**config.mk**
```make
export PLATFORM = sky130hd
export DESIGN_NAME = auth_controller
export DESIGN_NICKNAME = d
export VERILOG_FILES = /design/src/rtl/auth_controller.sv
export SDC_FILE = /design/constraint.sdc
export NUM_CORES = 2
export LEC_CHECK = 0
export ABC_AREA = 1
export CORE_MARGIN = 2
export CORE_UTILIZATION = 40
export DETAILED_ROUTE_END_ITERATION = 8
export PLACE_DENSITY = 0.6
export SYNTH_ARGS = -nofsm -noshare
export SYNTH_HDL_FRONTEND = slang
export SYNTH_SLANG_ARGS = --single-unit
```
**constraint.sdc**
```tcl
create_clock -name clk -period 11.45 [get_ports clk]
set_input_delay 3.435 -clock clk [delete_from_list [all_inputs] [get_ports clk]]
set_output_delay 3.435 -clock clk [all_outputs]
set_load 0.005 [all_outputs]
```
**src/rtl/auth_controller.sv**
```systemverilog
// Credential table and session lock controller: login/logout, password and user management, lockout timer.
// Latency: table hit at index j responds at acceptance+j+2, miss at +user_count+1, non-scan ops at +1.
// Backpressure: cmd_ready only in IDLE; one command in flight; no ready on rsp (single-cycle strobe).
module auth_controller #(
    parameter int MAX_USERS      = 8,
    parameter int DIGITS         = 4,
    parameter int DIGIT_W        = 4,
    parameter int MAX_ATTEMPTS   = 3,
    parameter int LOCKOUT_CYCLES = 1000,
    parameter logic [DIGITS*DIGIT_W-1:0] ADMIN_USER = 16'h1100,
    parameter logic [DIGITS*DIGIT_W-1:0] ADMIN_PASS = 16'h1100
) (
    input  logic                               clk,
    input  logic                               rst,
    input  logic                               cmd_valid,
    output logic                               cmd_ready,
    input  logic [2:0]                         cmd_op,
    input  logic [DIGITS*DIGIT_W-1:0]          user_in,
    input  logic [DIGITS*DIGIT_W-1:0]          pass_in,
    input  logic [1:0]                         mode_in,
    output logic                               rsp_valid,
    output logic [2:0]                         rsp_status,
    output logic                               locked,
    output logic [1:0]                         cur_mode,
    output logic                               lockout,
    output logic [$clog2(MAX_USERS+1)-1:0]     user_count
);

    localparam int UW    = DIGITS * DIGIT_W;
    localparam int UC_W  = $clog2(MAX_USERS + 1);
    localparam int IDX_W = $clog2(MAX_USERS);
    localparam int FC_W  = $clog2(MAX_ATTEMPTS + 1);
    localparam int LC_W  = $clog2(LOCKOUT_CYCLES + 1);

    localparam logic [2:0] OP_LOGIN    = 3'd0;
    localparam logic [2:0] OP_LOGOUT   = 3'd1;
    localparam logic [2:0] OP_SET_OWN  = 3'd2;
    localparam logic [2:0] OP_ADD_USER = 3'd3;
    localparam logic [2:0] OP_SET_PASS = 3'd4;
    localparam logic [2:0] OP_DEL_USER = 3'd5;

    localparam logic [2:0] ST_OK        = 3'd0;
    localparam logic [2:0] ST_BAD_CRED  = 3'd1;
    localparam logic [2:0] ST_LOCKOUT   = 3'd2;
    localparam logic [2:0] ST_DENIED    = 3'd3;
    localparam logic [2:0] ST_FULL      = 3'd4;
    localparam logic [2:0] ST_NOT_FOUND = 3'd5;
    localparam logic [2:0] ST_EXISTS    = 3'd6;
    localparam logic [2:0] ST_BAD_OP    = 3'd7;

    localparam logic [1:0] ROLE_ADMIN = 2'd0;
    localparam logic [1:0] ROLE_USER  = 2'd1;
    localparam logic [1:0] ROLE_GUEST = 2'd2;
    localparam logic [1:0] ROLE_NONE  = 2'd3;

    typedef enum logic [1:0] {S_IDLE, S_SCAN, S_RESP, S_LOCK} state_t;

    state_t            state_q, state_d;
    logic [UW-1:0]     tbl_user_q [MAX_USERS];
    logic [UW-1:0]     tbl_user_d [MAX_USERS];
    logic [UW-1:0]     tbl_pass_q [MAX_USERS];
    logic [UW-1:0]     tbl_pass_d [MAX_USERS];
    logic [1:0]        tbl_role_q [MAX_USERS];
    logic [1:0]        tbl_role_d [MAX_USERS];
    logic [UC_W-1:0]   user_count_q, user_count_d;
    logic [IDX_W-1:0]  idx_q, idx_d;
    logic [IDX_W-1:0]  sess_idx_q, sess_idx_d;
    logic [FC_W-1:0]   fail_cnt_q, fail_cnt_d;
    logic [LC_W-1:0]   lock_cnt_q, lock_cnt_d;
    logic              lock_trip_q, lock_trip_d;
    logic [2:0]        op_q, op_d;
    logic [UW-1:0]     cmd_user_q, cmd_user_d;
    logic [UW-1:0]     cmd_pass_q, cmd_pass_d;
    logic [1:0]        mode_q, mode_d;
    logic              cmd_ready_q, cmd_ready_d;
    logic              rsp_valid_q, rsp_valid_d;
    logic [2:0]        rsp_status_q, rsp_status_d;
    logic              locked_q, locked_d;
    logic [1:0]        cur_mode_q, cur_mode_d;
    logic              lockout_q, lockout_d;

    logic [IDX_W-1:0]  last_idx;
    logic              hit;
    logic              last;

    assign last_idx = IDX_W'(user_count_q - UC_W'(1));
    assign hit      = (tbl_user_q[idx_q] == cmd_user_q);
    assign last     = (idx_q == last_idx);

    // Next-state: command decode, sequential table scan, op execution, lockout timer
    always_comb begin
        state_d      = state_q;
        tbl_user_d   = tbl_user_q;
        tbl_pass_d   = tbl_pass_q;
        tbl_role_d   = tbl_role_q;
        user_count_d = user_count_q;
        idx_d        = idx_q;
        sess_idx_d   = sess_idx_q;
        fail_cnt_d   = fail_cnt_q;
        lock_cnt_d   = lock_cnt_q;
        lock_trip_d  = lock_trip_q;
        op_d         = op_q;
        cmd_user_d   = cmd_user_q;
        cmd_pass_d   = cmd_pass_q;
        mode_d       = mode_q;
        cmd_ready_d  = cmd_ready_q;
        rsp_valid_d  = 1'b0;
        rsp_status_d = rsp_status_q;
        locked_d     = locked_q;
        cur_mode_d   = cur_mode_q;
        lockout_d    = lockout_q;

        case (state_q)
            S_IDLE: begin
                if (cmd_valid && cmd_ready_q) begin
                    op_d        = cmd_op;
                    cmd_user_d  = user_in;
                    cmd_pass_d  = pass_in;
                    mode_d      = mode_in;
                    idx_d       = '0;
                    cmd_ready_d = 1'b0;
                    // Default path is a direct response; scanning ops override below
                    state_d     = S_RESP;
                    rsp_valid_d = 1'b1;
                    case (cmd_op)
                        OP_LOGIN: begin
                            if (!locked_q) begin
                                rsp_status_d = ST_DENIED;
                            end else begin
                                state_d     = S_SCAN;
                                rsp_valid_d = 1'b0;
                            end
                        end
                        OP_LOGOUT: begin
                            if (locked_q) begin
                                rsp_status_d = ST_DENIED;
                            end else begin
                                rsp_status_d = ST_OK;
                                locked_d     = 1'b1;
                                cur_mode_d   = ROLE_NONE;
                                // Guest sessions are one-shot: drop the entry, backfill with the last one
                                if (cur_mode_q == ROLE_GUEST) begin
                                    tbl_user_d[sess_idx_q] = tbl_user_q[last_idx];
                                    tbl_pass_d[sess_idx_q] = tbl_pass_q[last_idx];
                                    tbl_role_d[sess_idx_q] = tbl_role_q[last_idx];
                                    user_count_d           = user_count_q - UC_W'(1);
                                end
                            end
                        end
                        OP_SET_OWN: begin
                            if (locked_q || cur_mode_q == ROLE_GUEST) begin
                                rsp_status_d = ST_DENIED;
                            end else begin
                                rsp_status_d           = ST_OK;
                                tbl_pass_d[sess_idx_q] = pass_in;
                            end
                        end
                        OP_ADD_USER, OP_SET_PASS, OP_DEL_USER: begin
                            if (locked_q || cur_mode_q != ROLE_ADMIN) begin
                                rsp_status_d = ST_DENIED;
                            end else begin
                                state_d     = S_SCAN;
                                rsp_valid_d = 1'b0;
                            end
                        end
                        default: rsp_status_d = ST_BAD_OP;
                    endcase
                end
            end

            S_SCAN: begin
                if (hit || last) begin
                    state_d     = S_RESP;
                    rsp_valid_d = 1'b1;
                    case (op_q)
                        OP_LOGIN: begin
                            if (hit && tbl_pass_q[idx_q] == cmd_pass_q) begin
                                rsp_status_d = ST_OK;
                                locked_d     = 1'b0;
                                cur_mode_d   = tbl_role_q[idx_q];
                                sess_idx_d   = idx_q;
                                fail_cnt_d   = '0;
                            end else begin
                                fail_cnt_d = fail_cnt_q + FC_W'(1);
                                if (fail_cnt_d >= FC_W'(MAX_ATTEMPTS)) begin
                                    rsp_status_d = ST_LOCKOUT;
                                    lock_trip_d  = 1'b1;
                                end else begin
                                    rsp_status_d = ST_BAD_CRED;
                                end
                            end
                        end
                        OP_ADD_USER: begin
                            if (hit) begin
                                rsp_status_d = ST_EXISTS;
                            end else if (user_count_q == UC_W'(MAX_USERS)) begin
                                rsp_status_d = ST_FULL;
                            end else if (mode_q != ROLE_USER && mode_q != ROLE_GUEST) begin
                                rsp_status_d = ST_BAD_OP;
                            end else begin
                                rsp_status_d                      = ST_OK;
                                tbl_user_d[IDX_W'(user_count_q)]  = cmd_user_q;
                                tbl_pass_d[IDX_W'(user_count_q)]  = cmd_pass_q;
                                tbl_role_d[IDX_W'(user_count_q)]  = mode_q;
                                user_count_d                      = user_count_q + UC_W'(1);
                            end
                        end
                        OP_SET_PASS: begin
                            if (hit) begin
                                rsp_status_d      = ST_OK;
                                tbl_pass_d[idx_q] = cmd_pass_q;
                            end else begin
                                rsp_status_d = ST_NOT_FOUND;
                            end
                        end
                        OP_DEL_USER: begin
                            if (!hit) begin
                                rsp_status_d = ST_NOT_FOUND;
                            end else if (idx_q == '0 || idx_q == sess_idx_q) begin
                                rsp_status_d = ST_DENIED;
                            end else begin
                                rsp_status_d      = ST_OK;
                                tbl_user_d[idx_q] = tbl_user_q[last_idx];
                                tbl_pass_d[idx_q] = tbl_pass_q[last_idx];
                                tbl_role_d[idx_q] = tbl_role_q[last_idx];
                                user_count_d      = user_count_q - UC_W'(1);
                                // Keep the session pointing at its entry if that entry was the one moved
                                if (sess_idx_q == last_idx) begin
                                    sess_idx_d = idx_q;
                                end
                            end
                        end
                        default: rsp_status_d = ST_BAD_OP;
                    endcase
                end else begin
                    idx_d = idx_q + IDX_W'(1);
                end
            end

            S_RESP: begin
                if (lock_trip_q) begin
                    state_d     = S_LOCK;
                    lock_trip_d = 1'b0;
                    lock_cnt_d  = '0;
                    lockout_d   = 1'b1;
                end else begin
                    state_d     = S_IDLE;
                    cmd_ready_d = 1'b1;
                end
            end

            S_LOCK: begin
                lock_cnt_d = lock_cnt_q + LC_W'(1);
                if (lock_cnt_q == LC_W'(LOCKOUT_CYCLES - 1)) begin
                    state_d     = S_IDLE;
                    lockout_d   = 1'b0;
                    cmd_ready_d = 1'b1;
                    fail_cnt_d  = '0;
                end
            end

            default: begin
                state_d     = S_IDLE;
                cmd_ready_d = 1'b1;
            end
        endcase
    end

    // State and table registers; reset leaves only the admin entry and no session
    always_ff @(posedge clk) begin
        if (rst) begin
            state_q <= S_IDLE;
            for (int i = 0; i < MAX_USERS; i++) begin
                tbl_user_q[i] <= '0;
                tbl_pass_q[i] <= '0;
                tbl_role_q[i] <= ROLE_NONE;
            end
            tbl_user_q[0] <= ADMIN_USER;
            tbl_pass_q[0] <= ADMIN_PASS;
            tbl_role_q[0] <= ROLE_ADMIN;
            user_count_q  <= UC_W'(1);
            idx_q         <= '0;
            sess_idx_q    <= '0;
            fail_cnt_q    <= '0;
            lock_cnt_q    <= '0;
            lock_trip_q   <= 1'b0;
            op_q          <= '0;
            cmd_user_q    <= '0;
            cmd_pass_q    <= '0;
            mode_q        <= '0;
            cmd_ready_q   <= 1'b1;
            rsp_valid_q   <= 1'b0;
            rsp_status_q  <= ST_OK;
            locked_q      <= 1'b1;
            cur_mode_q    <= ROLE_NONE;
            lockout_q     <= 1'b0;
        end else begin
            state_q       <= state_d;
            tbl_user_q    <= tbl_user_d;
            tbl_pass_q    <= tbl_pass_d;
            tbl_role_q    <= tbl_role_d;
            user_count_q  <= user_count_d;
            idx_q         <= idx_d;
            sess_idx_q    <= sess_idx_d;
            fail_cnt_q    <= fail_cnt_d;
            lock_cnt_q    <= lock_cnt_d;
            lock_trip_q   <= lock_trip_d;
            op_q          <= op_d;
            cmd_user_q    <= cmd_user_d;
            cmd_pass_q    <= cmd_pass_d;
            mode_q        <= mode_d;
            cmd_ready_q   <= cmd_ready_d;
            rsp_valid_q   <= rsp_valid_d;
            rsp_status_q  <= rsp_status_d;
            locked_q      <= locked_d;
            cur_mode_q    <= cur_mode_d;
            lockout_q     <= lockout_d;
        end
    end

    assign cmd_ready  = cmd_ready_q;
    assign rsp_valid  = rsp_valid_q;
    assign rsp_status = rsp_status_q;
    assign locked     = locked_q;
    assign cur_mode   = cur_mode_q;
    assign lockout    = lockout_q;
    assign user_count = user_count_q;

endmodule

```
# Yosys cells after proc, flatten, opt, wreduce, memory -nomap -nowiden
# Index checks and enable logic that the tools add are counted.
dict set report totals {
  output_inout_bits 13
  regBits 343
  word_cells 307
  in_bits 40
}
dict set report classes {
  n_addsub 5
  n_mux 161
  n_eq_ne 52
  n_bitwise 4
  n_reduce_logical 36
  n_lt_le_gt_ge 8
}
# operator count
set op_table {}
lappend op_table {{two-way mux 128 bit} 21}
lappend op_table {{bitwise mux 128 bit} 8}
lappend op_table {{case mux 128 bit (2 select lines)} 4}
lappend op_table {{case mux 128 bit (3 select lines)} 1}
lappend op_table {{two-way mux 16 bit} 21}
lappend op_table {{binary-select mux 16 bit (select 3 bit)} 4}
lappend op_table {{demux 16 bit (select 3 bit)} 3}
lappend op_table {{case mux 16 bit (2 select lines)} 2}
lappend op_table {{two-way mux 2 bit} 27}
lappend op_table {{bitwise mux 16 bit} 3}
lappend op_table {{two-way mux 3 bit} 15}
lappend op_table {{two-way mux 4 bit} 10}
lappend op_table {{!= test 3 bit, second input constant} 11}
lappend op_table {{equality test 16 bit} 2}
lappend op_table {{!= test 2 bit, second input constant} 16}
lappend op_table {{case mux 3 bit (4 select lines)} 2}
lappend op_table {{case mux 10 bit (2 select lines)} 1}
lappend op_table {{demux 2 bit (select 3 bit)} 3}
lappend op_table {{two-way mux 1 bit} 18}
lappend op_table {{case mux 3 bit (2 select lines)} 3}
lappend op_table {{greater-or-equal comparator 4 bit, second input constant} 4}
lappend op_table {{NOT 3 -> 4 bit} 4}
lappend op_table {{case mux 4 bit (2 select lines)} 2}
lappend op_table {{AND reduction 14 bit} 1}
lappend op_table {{other kinds (39)} 80}

# Longest topological paths before layout
dict set report logic_depth {
  depth_word 12
  depth_mapped 23
  mapped_depth_nobuf 18
}

# Worst setup path before layout
# Ideal clock, no wire load.
dict set report synth_timing {
  path_kind {input port to flip-flop}
  from {in cmd_op[2]}
  to {reg tbl_user_q[32] (netlist name)}
  cell_stages 10
  setup_time_ns 0.115
  setup_slack_ns 6.275
  required_ns 11.335
  arrival_time_ns 5.060
  path_buffers 2
  path_cell_list {nor3_1 > nor2_1 > a2111oi_0 > nand3_1 > nor2_2 > buf_4 > buf_2 > nand3_1 > nand2_1 > nor2_1}
}
dict set report synth_via {
  elab_chain_len 3
}
# item line
set synth_rtl {}
lappend synth_rtl {{start: declaration} 17} ;# input logic [2:0] cmd_op,
lappend synth_rtl {{equality test 3 x 1 -> 1 bit} 125} ;# case (cmd_op)
lappend synth_rtl {{!= test 2 x 1 -> 1 bit (no source line)} n/a}
lappend synth_rtl {{AND reduction 12 bit (no source line)} n/a}
lappend synth_rtl {{end signal: assignment} 299} ;# tbl_user_q <= tbl_user_d;
lappend synth_rtl {{end: declaration} 59} ;# logic [UW-1:0] tbl_user_q [MAX_USERS];
# No other way between the ends.
# A chain may end at the register's enable or synchronous reset.

# Final worst setup path
dict set report layout_timing {
  from {in cmd_op[2]}
  to {reg tbl_pass_q[95] (netlist name)}
}
dict set report layout_via {
  elab_chain_len 4
  word_cells_on_any_way 10
  cone_classes {6 x eq/ne; 3 x mux; 1 x reduce/logical}
}
# item line
set layout_rtl {}
lappend layout_rtl {{equality test 3 x 2 -> 1 bit / equality test 3 x 1 -> 1 bit (equally long branches)} 125}
lappend layout_rtl {{case mux 128 bit (2 select lines)} 125}
lappend layout_rtl {{two-way mux 128 bit} 115} ;# if (cmd_valid && cmd_ready_q) begin
lappend layout_rtl {{case mux 128 bit (2 select lines)} 113} ;# case (state_q)
lappend layout_rtl {{end signal: assignment} 300} ;# tbl_pass_q <= tbl_pass_d;
lappend layout_rtl {{end: declaration} 61} ;# logic [UW-1:0] tbl_pass_q [MAX_USERS];
# Several ways; a longest one is shown, not always the timed one. The select of a mux whose other input is x is not followed.

==> flow_metrics.tcl <==
set metrics [dict create \
    status "completed" \
    clock_path_buffers 3 \
    globalplace.congestion 0.985 \
    maxSlewViolCount 0 \
    slowest_stage "clkdlybuf4s50_1" \
    dr.pass1.iters 7 \
    worstMarginPinSlew_ns 1.36 \
    min-delay-path-class "reg -> reg" \
    max_stage_delay_ns 0.54 \
    p_sw_uw 1340 \
    n_fill_cell 7370 \
    drt-total-wl_mm 132 \
    cts_tree "yes" \
    synth-xor-area-share_pct 0.321 \
    critical_path_class "in -> reg" \
    async_flop_share_pct 0 \
    vias 33800 \
    max_slew_margin_pct 9.26 \
    insertion_delay_ns 0.61 \
    start_util_pct 40.5 \
    layout_commonest_cell "nand2_1" \
    seqCellArea_um2 6870 \
    remaining_drc_errors 0 \
    post_cts_resized 0 \
    syn_area_per_cell_um2 5.79 \
    wl_per_cell_um 24.2 \
    worstSetupStartpoint "cmd_op[2]" \
    yosys.area.top_type "dfxtp_1" \
    syn_area_um2 27300 \
    cts_hold_buf 0 \
    clock-sinks 343 \
    cp_cell_sequence "clkdlybuf4s50_1 -> nor2_1 -> nand2_1 -> buf_4 -> inv_1 -> o21ai_0 -> a21oi_1 -> a21oi_1 -> o211a_1 -> nand2_2 -> nor2_8 -> buf_12 -> nand3_4 -> nand2_1 -> inv_1 -> nor2_1" \
    htreeDepth 2 \
    p_seq_share_pct 34.6 \
    viasPerCell 6.19 \
    antenna_found_initial 3 \
    initialDrtViolationCount 5483 \
    cts_setup_buffers 0 \
    maxCapViolations 0 \
    synthMuxAreaShare_pct 0 \
    coreArea_um2 67400 \
    finalNetCount 4596 \
    layout-drive-gt1-share_pct 4.54 \
    swShare_pct 36.3 \
    io_pins 53 \
    min_from "tbl_role_q[10]$_SDFFE_PP1P_" \
    crit_family "buffers and inverters" \
    die_area_um2 70400 \
    synth_edf_count 0 \
    synth_seq_area_share_pct 25.1 \
    yosysWarningCount 0 \
    multi_input_comb_area_um2 16100 \
    mostFrequentLayoutCells "nand2_1, inv_1, nor2_1, a21oi_1, dfxtp_1" \
    setup_viol 0 \
    r2r-start "idx_q[0]$_SDFFE_PP0P_" \
    first_global_vias 29900 \
    hold_viol 0 \
    worstSetupEndpoint "tbl_pass_q[95]$_SDFFE_PP0P_" \
    r2r_cells 21 \
    skew_ns 0.0323 \
    synth_compound_area_share_pct 25.8 \
    die_y_um 265 \
    synthAdderAreaFrac_pct 0.275 \
    tns_ns 0 \
    powerDensity_nw_per_um2 125 \
    synthSimpleGateAreaFrac_pct 32.0 \
    clk_pin_slew_worst_paths_ns 0.06 \
    synth_cell_types 50 \
    hpwl_mm 77.0 \
    cp_num_cells 16 \
    ant_nets 0 \
    crit_path_end_kind "register" \
    critPathBufInv 5 \
    synthFlopType "dfxtp_1" \
    overflow 0 \
    p_leak_uw 0.0113 \
    diodes 0 \
    grt_max_degree 166 \
    synth_top_cell_area_share_pct 25.1 \
    cts_buffers 45 \
    fmaxAchievable_mhz 146 \
    cp.required_ns 11.97 \
    clkPwrFrac_pct 41.6 \
    root_buffer "clkbuf_16" \
    grt_pass1_wl_mm 195 \
    vdd_drop_max_mv 0.103 \
    synth_nets 4761 \
    crit_fanout 101 \
    power_frac_comb_pct 23.8 \
    ys_ff_latch 343 \
    port_buffers 52 \
    yosys-top-cells-area "dfxtp_1, nand2_1, inv_1" \
    rows 95 \
    period_share_pct 59.6 \
    chipWidth_um 265 \
    area_growth_syn_to_layout_pct 8.44 \
    synthCells 4715 \
    start_kind "primary input" \
    r2r_end "tbl_pass_q[95]$_SDFFE_PP0P_" \
    worst-r2r-setup-slack_ns 4.85 \
    synth_top_family_by_area "simple AND/OR/NAND/NOR gates" \
    worst-endpoint-arrival_ns 7.35 \
    grt_util_all_layers_pct 36.3 \
    rsz0062_at_grt "false" \
    fin_crit_ns 6.83 \
    p_int_uw 2350 \
    finish.utilization_pct 44.0 \
]
## worst register-to-register path, delay by kind of cell (launching register included)
kind	cells	cell delay (ns)
compound gates	1	0.22
buf+inv	6	3.31
flops	1	0.76
simple gates	14	2.25
## sequential cells by signal (all words and copies together), names as in the netlist, 4 cells and up
name / flops
cmd_pass_q: 16
user_count: 4
tbl_pass_q: 128
tbl_user_q: 128
lock_cnt_q: 10
tbl_role_q: 16
cmd_user_q: 16
## through the flow
stage          worst slack, ns  instance area [um^2]  std cells  hold slack, ns  power (uW)
2_1_floorplan             6.27                 27300       4715           0.429        1830
3_3_place_gp              4.28                 28100       5376           0.446        2130
3_5_place_dp              4.18                 28100       5376           0.454        2130
4_1_cts                   4.78                 29600       5459           0.468        3640
5_1_grt                   4.39                 29600       5459           0.486        3790
6_report                  4.62                 29600       5459           0.469        3690
## synth_stat cells, types with 4 or more instances
cell type  number
a21oi_1       392
a221oi_1       11
a22oi_1        55
a31oi_1         5
a32oi_1         5
buf_1          45
buf_2          51
buf_4          36
buf_6          18
clkbuf_1      179
clkinv_1       11
dfxtp_1       343
ha_1            6
inv_1         759
inv_2           5
nand2_1       978
nand3_1       316
nand3_4         8
nand4_1       134
nor2_1        517
nor2_2          5
nor3_1         64
nor4_1          7
o2111ai_1       4
o211ai_1       67
o21ai_0       308
o21ai_1        32
o221a_2         7
o221ai_1       60
o22ai_1       242
o32ai_1         7
xnor2_1         5
xor2_1          5
## cell type report
cell class,instances,share of cell area [%]
Timing Repair Buffer,117,3.53
Inverter,778,9.91
Clock inverter,21,0.917
Clock buffer,62,4.29
Multi-Input combinational cell,3265,54.5
Tap cell,873,3.69
Sequential cell,343,23.2
## logic make-up after synthesis
logic type,after synthesis
compound gates,1205
xor+xnor,10
fa+ha+maj,6
buf+inv,1107
flops,343
simple gates,2044
## how the worst min path moves through the flow
stage / depth (start not counted) / slack, ns / to
after floorplan: 2 / 0.43 / tbl_role_q[10]$_SDFFE_PP1P_
after global routing: 2 / 0.49 / rsp_status[2]$_SDFFE_PP0P_
after CTS: 2 / 0.47 / rsp_status[2]$_SDFFE_PP0P_
final: 2 / 0.47 / tbl_role_q[10]$_SDFFE_PP1P_
after global placement: 2 / 0.45 / tbl_role_q[10]$_SDFFE_PP1P_
after detailed placement: 2 / 0.45 / tbl_role_q[3]$_SDFFE_PP1P_
## power groups by stage
stage | Clock, uW | Combinational (uW) | Sequential (uW)
2_1_floorplan | 0 | 549 | 1280
3_5_place_dp | 0 | 825 | 1300
4_1_cts | 1540 | 828 | 1270
5_1_grt | 1590 | 921 | 1280
3_3_place_gp | 0 | 826 | 1300
6_report | 1540 | 877 | 1280
## metal layers
layer  vias up  routed length (um)  GRT usage (%)
met5         -                 149           1.59
met4         4                7520           17.9
met3       534               19700           11.1
met2      2559               52600           51.5
met1     15400               52200           49.2
li1      15300                   -              -
No activity file was read; power rests on OpenSTA's default activity.
